`src/rtl/riscv_hazard_unit.sv`:
```
// Hazard/forwarding controller: tracks rd across DEPTH post-decode stages (1 = EX .. DEPTH = WB).
// Latency: selects, stall and flush are combinational from tracked state plus ID inputs; tracking shifts every clock.
// Backpressure: stall holds PC and IF/ID only and never freezes tracked stages; HAZARD_STATS_EN adds saturating counters.
module riscv_hazard_unit #(
  parameter int NREGS      = 32,
  parameter int DEPTH      = 3,
  parameter int LOAD_READY = 2,
  localparam int RA_W      = $clog2(NREGS),
  localparam int SW        = $clog2(DEPTH + 1)
) (
  input  logic            clk,
  input  logic            reset,
  input  logic            id_valid,
  input  logic [RA_W-1:0] id_rs1,
  input  logic [RA_W-1:0] id_rs2,
  input  logic            id_use_rs1,
  input  logic            id_use_rs2,
  input  logic [RA_W-1:0] id_rd,
  input  logic            id_reg_write,
  input  logic            id_is_load,
  input  logic            ex_redirect,
  output logic            stall,
  output logic            flush_ifid,
  output logic            issue,
  output logic [SW-1:0]   fwd_sel_rs1,
  output logic [SW-1:0]   fwd_sel_rs2,
  output logic [SW-1:0]   in_flight
`ifdef HAZARD_STATS_EN
  ,
  output logic [31:0]     stall_count,
  output logic [31:0]     flush_count
`endif
);

  logic [DEPTH:1]           st_vld;
  logic [DEPTH:1]           st_wr;
  logic [DEPTH:1]           st_ld;
  logic [DEPTH:1][RA_W-1:0] st_rd;

  logic [1:0][RA_W-1:0] rs;
  logic [1:0]           use_rs;
  logic [1:0][SW-1:0]   sel;
  logic [1:0]           load_use;

  assign rs     = {id_rs2, id_rs1};
  assign use_rs = {id_use_rs2, id_use_rs1};

  // Scan oldest to youngest so the youngest matching stage is the one that sticks.
  always_comb begin
    sel      = '0;
    load_use = '0;
    for (int s = 0; s < 2; s++) begin
      for (int k = DEPTH; k >= 1; k--) begin
        if (use_rs[s] && (rs[s] != '0) && st_vld[k] && st_wr[k] && (st_rd[k] == rs[s])) begin
          sel[s]      = SW'(k);
          load_use[s] = st_ld[k] && (k < LOAD_READY);
        end
      end
    end
  end

  assign fwd_sel_rs1 = sel[0];
  assign fwd_sel_rs2 = sel[1];
  assign stall       = id_valid & (|load_use) & ~ex_redirect;
  assign issue       = id_valid & ~stall & ~ex_redirect;
  assign flush_ifid  = ex_redirect;
  assign in_flight   = SW'($countones(st_vld));

  always_ff @(posedge clk or posedge reset) begin
    if (reset) begin
      st_vld <= '0;
      st_wr  <= '0;
      st_ld  <= '0;
      st_rd  <= '0;
    end else begin
      st_vld <= {st_vld[DEPTH-1:1], issue};
      st_wr  <= {st_wr[DEPTH-1:1], issue & id_reg_write};
      st_ld  <= {st_ld[DEPTH-1:1], issue & id_is_load};
      st_rd  <= {st_rd[DEPTH-1:1], issue ? id_rd : {RA_W{1'b0}}};
    end
  end

`ifdef HAZARD_STATS_EN
  always_ff @(posedge clk or posedge reset) begin
    if (reset) begin
      stall_count <= '0;
      flush_count <= '0;
    end else begin
      if (stall && (stall_count != 32'hFFFF_FFFF)) stall_count <= stall_count + 32'd1;
      if (flush_ifid && (flush_count != 32'hFFFF_FFFF)) flush_count <= flush_count + 32'd1;
    end
  end
`endif

endmodule

```
`config.mk`:
```
export PLATFORM = sky130hd
export DESIGN_NAME = riscv_hazard_unit
export DESIGN_NICKNAME = d
export VERILOG_FILES = /design/src/rtl/riscv_hazard_unit.sv
export SDC_FILE = /design/constraint.sdc
export NUM_CORES = 1
export LEC_CHECK = 0
export CORE_MARGIN = 5
export CORE_UTILIZATION = 55
export CTS_CLUSTER_SIZE = 28
export DETAILED_ROUTE_END_ITERATION = 8
export DONT_BUFFER_PORTS = 1
export MAX_ROUTING_LAYER = met4
export PLACE_DENSITY = 0.7
export SETUP_SLACK_MARGIN = 0.1
export SYNTH_ARGS = -nofsm -noshare
export SYNTH_HDL_FRONTEND = slang
export SYNTH_SLANG_ARGS = --single-unit
```
`constraint.sdc`:
```
create_clock -name clk -period 3.43 [get_ports clk]
set_input_delay 0.8575 -clock clk [delete_from_list [all_inputs] [get_ports clk]]
set_output_delay 0.8575 -clock clk [all_outputs]
set_load 0.1 [all_outputs]
```
==> flow_metrics.py <==
metrics = {
    "outcome": {
        "status": "complete, no violations",
    },
    "min_path": {
        "min_to": "st_wr[2]$_DFF_PP0_",
        "hold_depth": 0,
        "worstHoldStart": "st_wr[1]$_DFF_PP0_",
        "hold_class": "reg -> reg",
    },
    "timing": {
        "rsz0062_at_grt": "no",
        "setup_viol": 0,
        "fin_crit_sh_pct": 92.4,
        "tns_ps": 0,
        "period_needed_ps": 3170,
        "slew_viol_final": 0,
        "tightest_slew_ps": 966,
        "hold_viol": 0,
        "timing.slew.headroom_pct": 35.4,
        "skew_ps": 1.12,
        "fmax_ghz": 0.316,
    },
    "grt": {
        "grt_overflow": 0,
        "grt_max_degree": 23,
        "antenna_found_initial": 0,
        "grt_pass1_vias": 741,
        "grtUsageTotal_pct": 16.7,
        "grt_pass1_wl_mm": 3.32,
    },
    "routing": {
        "routedWlPerCell_um": 15.0,
        "vias": 721,
        "dr.pass1.iters": 3,
        "ant_nets": 0,
        "drc": 0,
        "drt_iter0_markers": 4,
        "avgViaCountPerCell": 5.34,
        "wl_mm": 2.03,
    },
    "power": {
        "peakVddDrop_mv": 0.316,
        "power.density_mw_per_mm2": 391,
        "leakagePower_nw": 0.528,
        "totalPowerFinal_w": 0.000489,
    },
    "yosys": {
        "yosysWarnings": 0,
        "netlist.area_leader.share_pct": 49.7,
        "ys_seq_area_share_pct": 49.7,
        "avgSynthCellArea_um2": 11.1,
        "yosysTopAreaCell": "dfrtp_1",
        "syn-instance-count": 100,
        "ys_types": 19,
        "synth_nets": 124,
        "synth_seq_cells": 22,
        "synth_area_leaders": "dfrtp_1 50%, xnor2_1 19%, xor2_1 4.7%",
        "netlist_area_mm2": 0.00111,
    },
    "die": {
        "die_y_um": 54.9,
        "rows": 16,
        "dieWidth_um": 54.9,
        "dieArea_mm2": 0.00301,
        "initial_core_util_pct": 57.0,
        "fp.coreArea_mm2": 0.00194,
        "io_pins": 32,
    },
    "worst_setup_path": {
        "r2r-end": "st_vld[1]$_DFF_PP0_",
        "r2r_start": "st_rd[3]$_DFF_PP0_",
        "start_kind": "input pin",
        "crit_path_end_kind": "primary output",
        "regToRegSetupSlack_ps": 1630,
        "crit_type": "in -> out",
        "rr_worst_depth": 6,
        "required_ps": 2570,
        "crit_arrival_ps": 2310,
        "critPathMaxFanout": 9,
    },
    "clocking": {
        "cts_resized": 0,
        "ctsHoldBuffers": 0,
        "cts_buffers": 3,
        "cts.htree.levels": 1,
        "post-cts-setup-buffers": 0,
        "cts_tree": "done",
        "ctsLongestPathBuffers": 2,
        "clkTransAtPathRegs_ps": 110,
        "insertion_delay_ps": 290,
        "cts.sinks": 22,
        "clockRootBuffer": "clkbuf_4",
    },
    "place": {
        "gp_congestion": 0.805,
        "io_buffers": 0,
        "place_hpwl_mm": 1.72,
    },
    "finish": {
        "final_common_cell": "xnor2_1",
        "antenna_cells": 0,
        "fillers": 164,
        "postLayoutCoreUtil_pct": 64.4,
        "drive_above_1_share_pct": 18.5,
        "layout_common_cells": "24 x xnor2_1, 22 x dfrtp_1, 10 x nand2_1, 8 x nor2_1",
        "syn_to_final_growth_pct": 13.0,
        "nets": 133,
    },
    "job": {
        "drv_cap": 0,
    },
}
## per-layer routing
metal | global-route usage, % | vias to the layer above | wire (µm)
met5 | - | - | 0
met4 | 7.47 | 0 | 14
met3 | 4.36 | 2 | 206
met2 | 25.2 | 35 | 916
met1 | 20.9 | 333 | 890
li1 | - | 351 | -
## state kept, by name, indices dropped and copies added, names as in the netlist
name,count
st_ld,1
st_rd,15
st_vld,3
st_wr,3
## cell families (layout without fill, tap and decap cells)
group                    count (synthesis)  count (layout)  synth area share [%]
AO/OA/AOI/OAI                            4               4                  3.62
adder cells (fa/ha/maj)                  1               1                  1.81
AND/OR/NAND/NOR                         40              40                  19.8
flip-flops                              22              22                  49.7
buffers and inverters                    3              11                  1.36
XOR/XNOR                                30              30                  23.7
## metrics by stage
step                      worst slack [ps]  area (µm²)  hold slack [ps]  instances
final                                  261        1250              385        135
after global routing                   195        1250              406        135
after CTS                              248        1250              389        135
after detailed placement               255        1210              361        131
after global placement                 292        1210              358        131
after floorplan                       -143        1120              354        100
## final cells by class
class / count / area (µm²) / share of cell area (%)
clock buffers: 4 / 36.3 / 2.90
inverters: 1 / 3.75 / 0.300
multi-input cells: 75 / 557 / 44.5
flip-flops and latches: 22 / 551 / 44.0
well taps: 27 / 33.8 / 2.70
repair buffers: 6 / 70.1 / 5.60
## cells in the mapped netlist
cell and n:
a21o_1 1, and2_4 1, buf_1 1, buf_4 1
dfrtp_1 22, fa_1 1, inv_1 1, nand2_1 10
nand2b_1 2, nand4_1 6, nor2_1 10, nor2b_1 3
nor4_1 3, nor4_2 2, o21a_4 1, o21ai_2 2
or4_1 3, xnor2_1 24, xor2_1 6
## how the worst max path moves through the flow
stage | startpoint | endpoint | slack, ps | cells past startpoint
after CTS | id_rs2[4] | issue | 250 | 6
after floorplan | id_rs2[4] | issue | -140 | 5
final | id_rs2[4] | issue | 260 | 6
after global routing | id_rs2[4] | issue | 190 | 6
after global placement | id_rs2[4] | issue | 290 | 6
after detailed placement | id_rs2[4] | issue | 260 | 6
## critical path: stages
cell	delay, ps
or4_1	530
o21ai_2	210
nor4_2	110
o21a_4	260
nor2b_2	160
buf_12	190
## power by group
part           switching [W]  leakage, nW  internal [W]
combinational      0.0000457        0.212     0.0000296
sequential         0.0000101        0.294      0.000270
clock              0.0000695       0.0210     0.0000647
No activity file was read; power rests on OpenSTA's default activity.
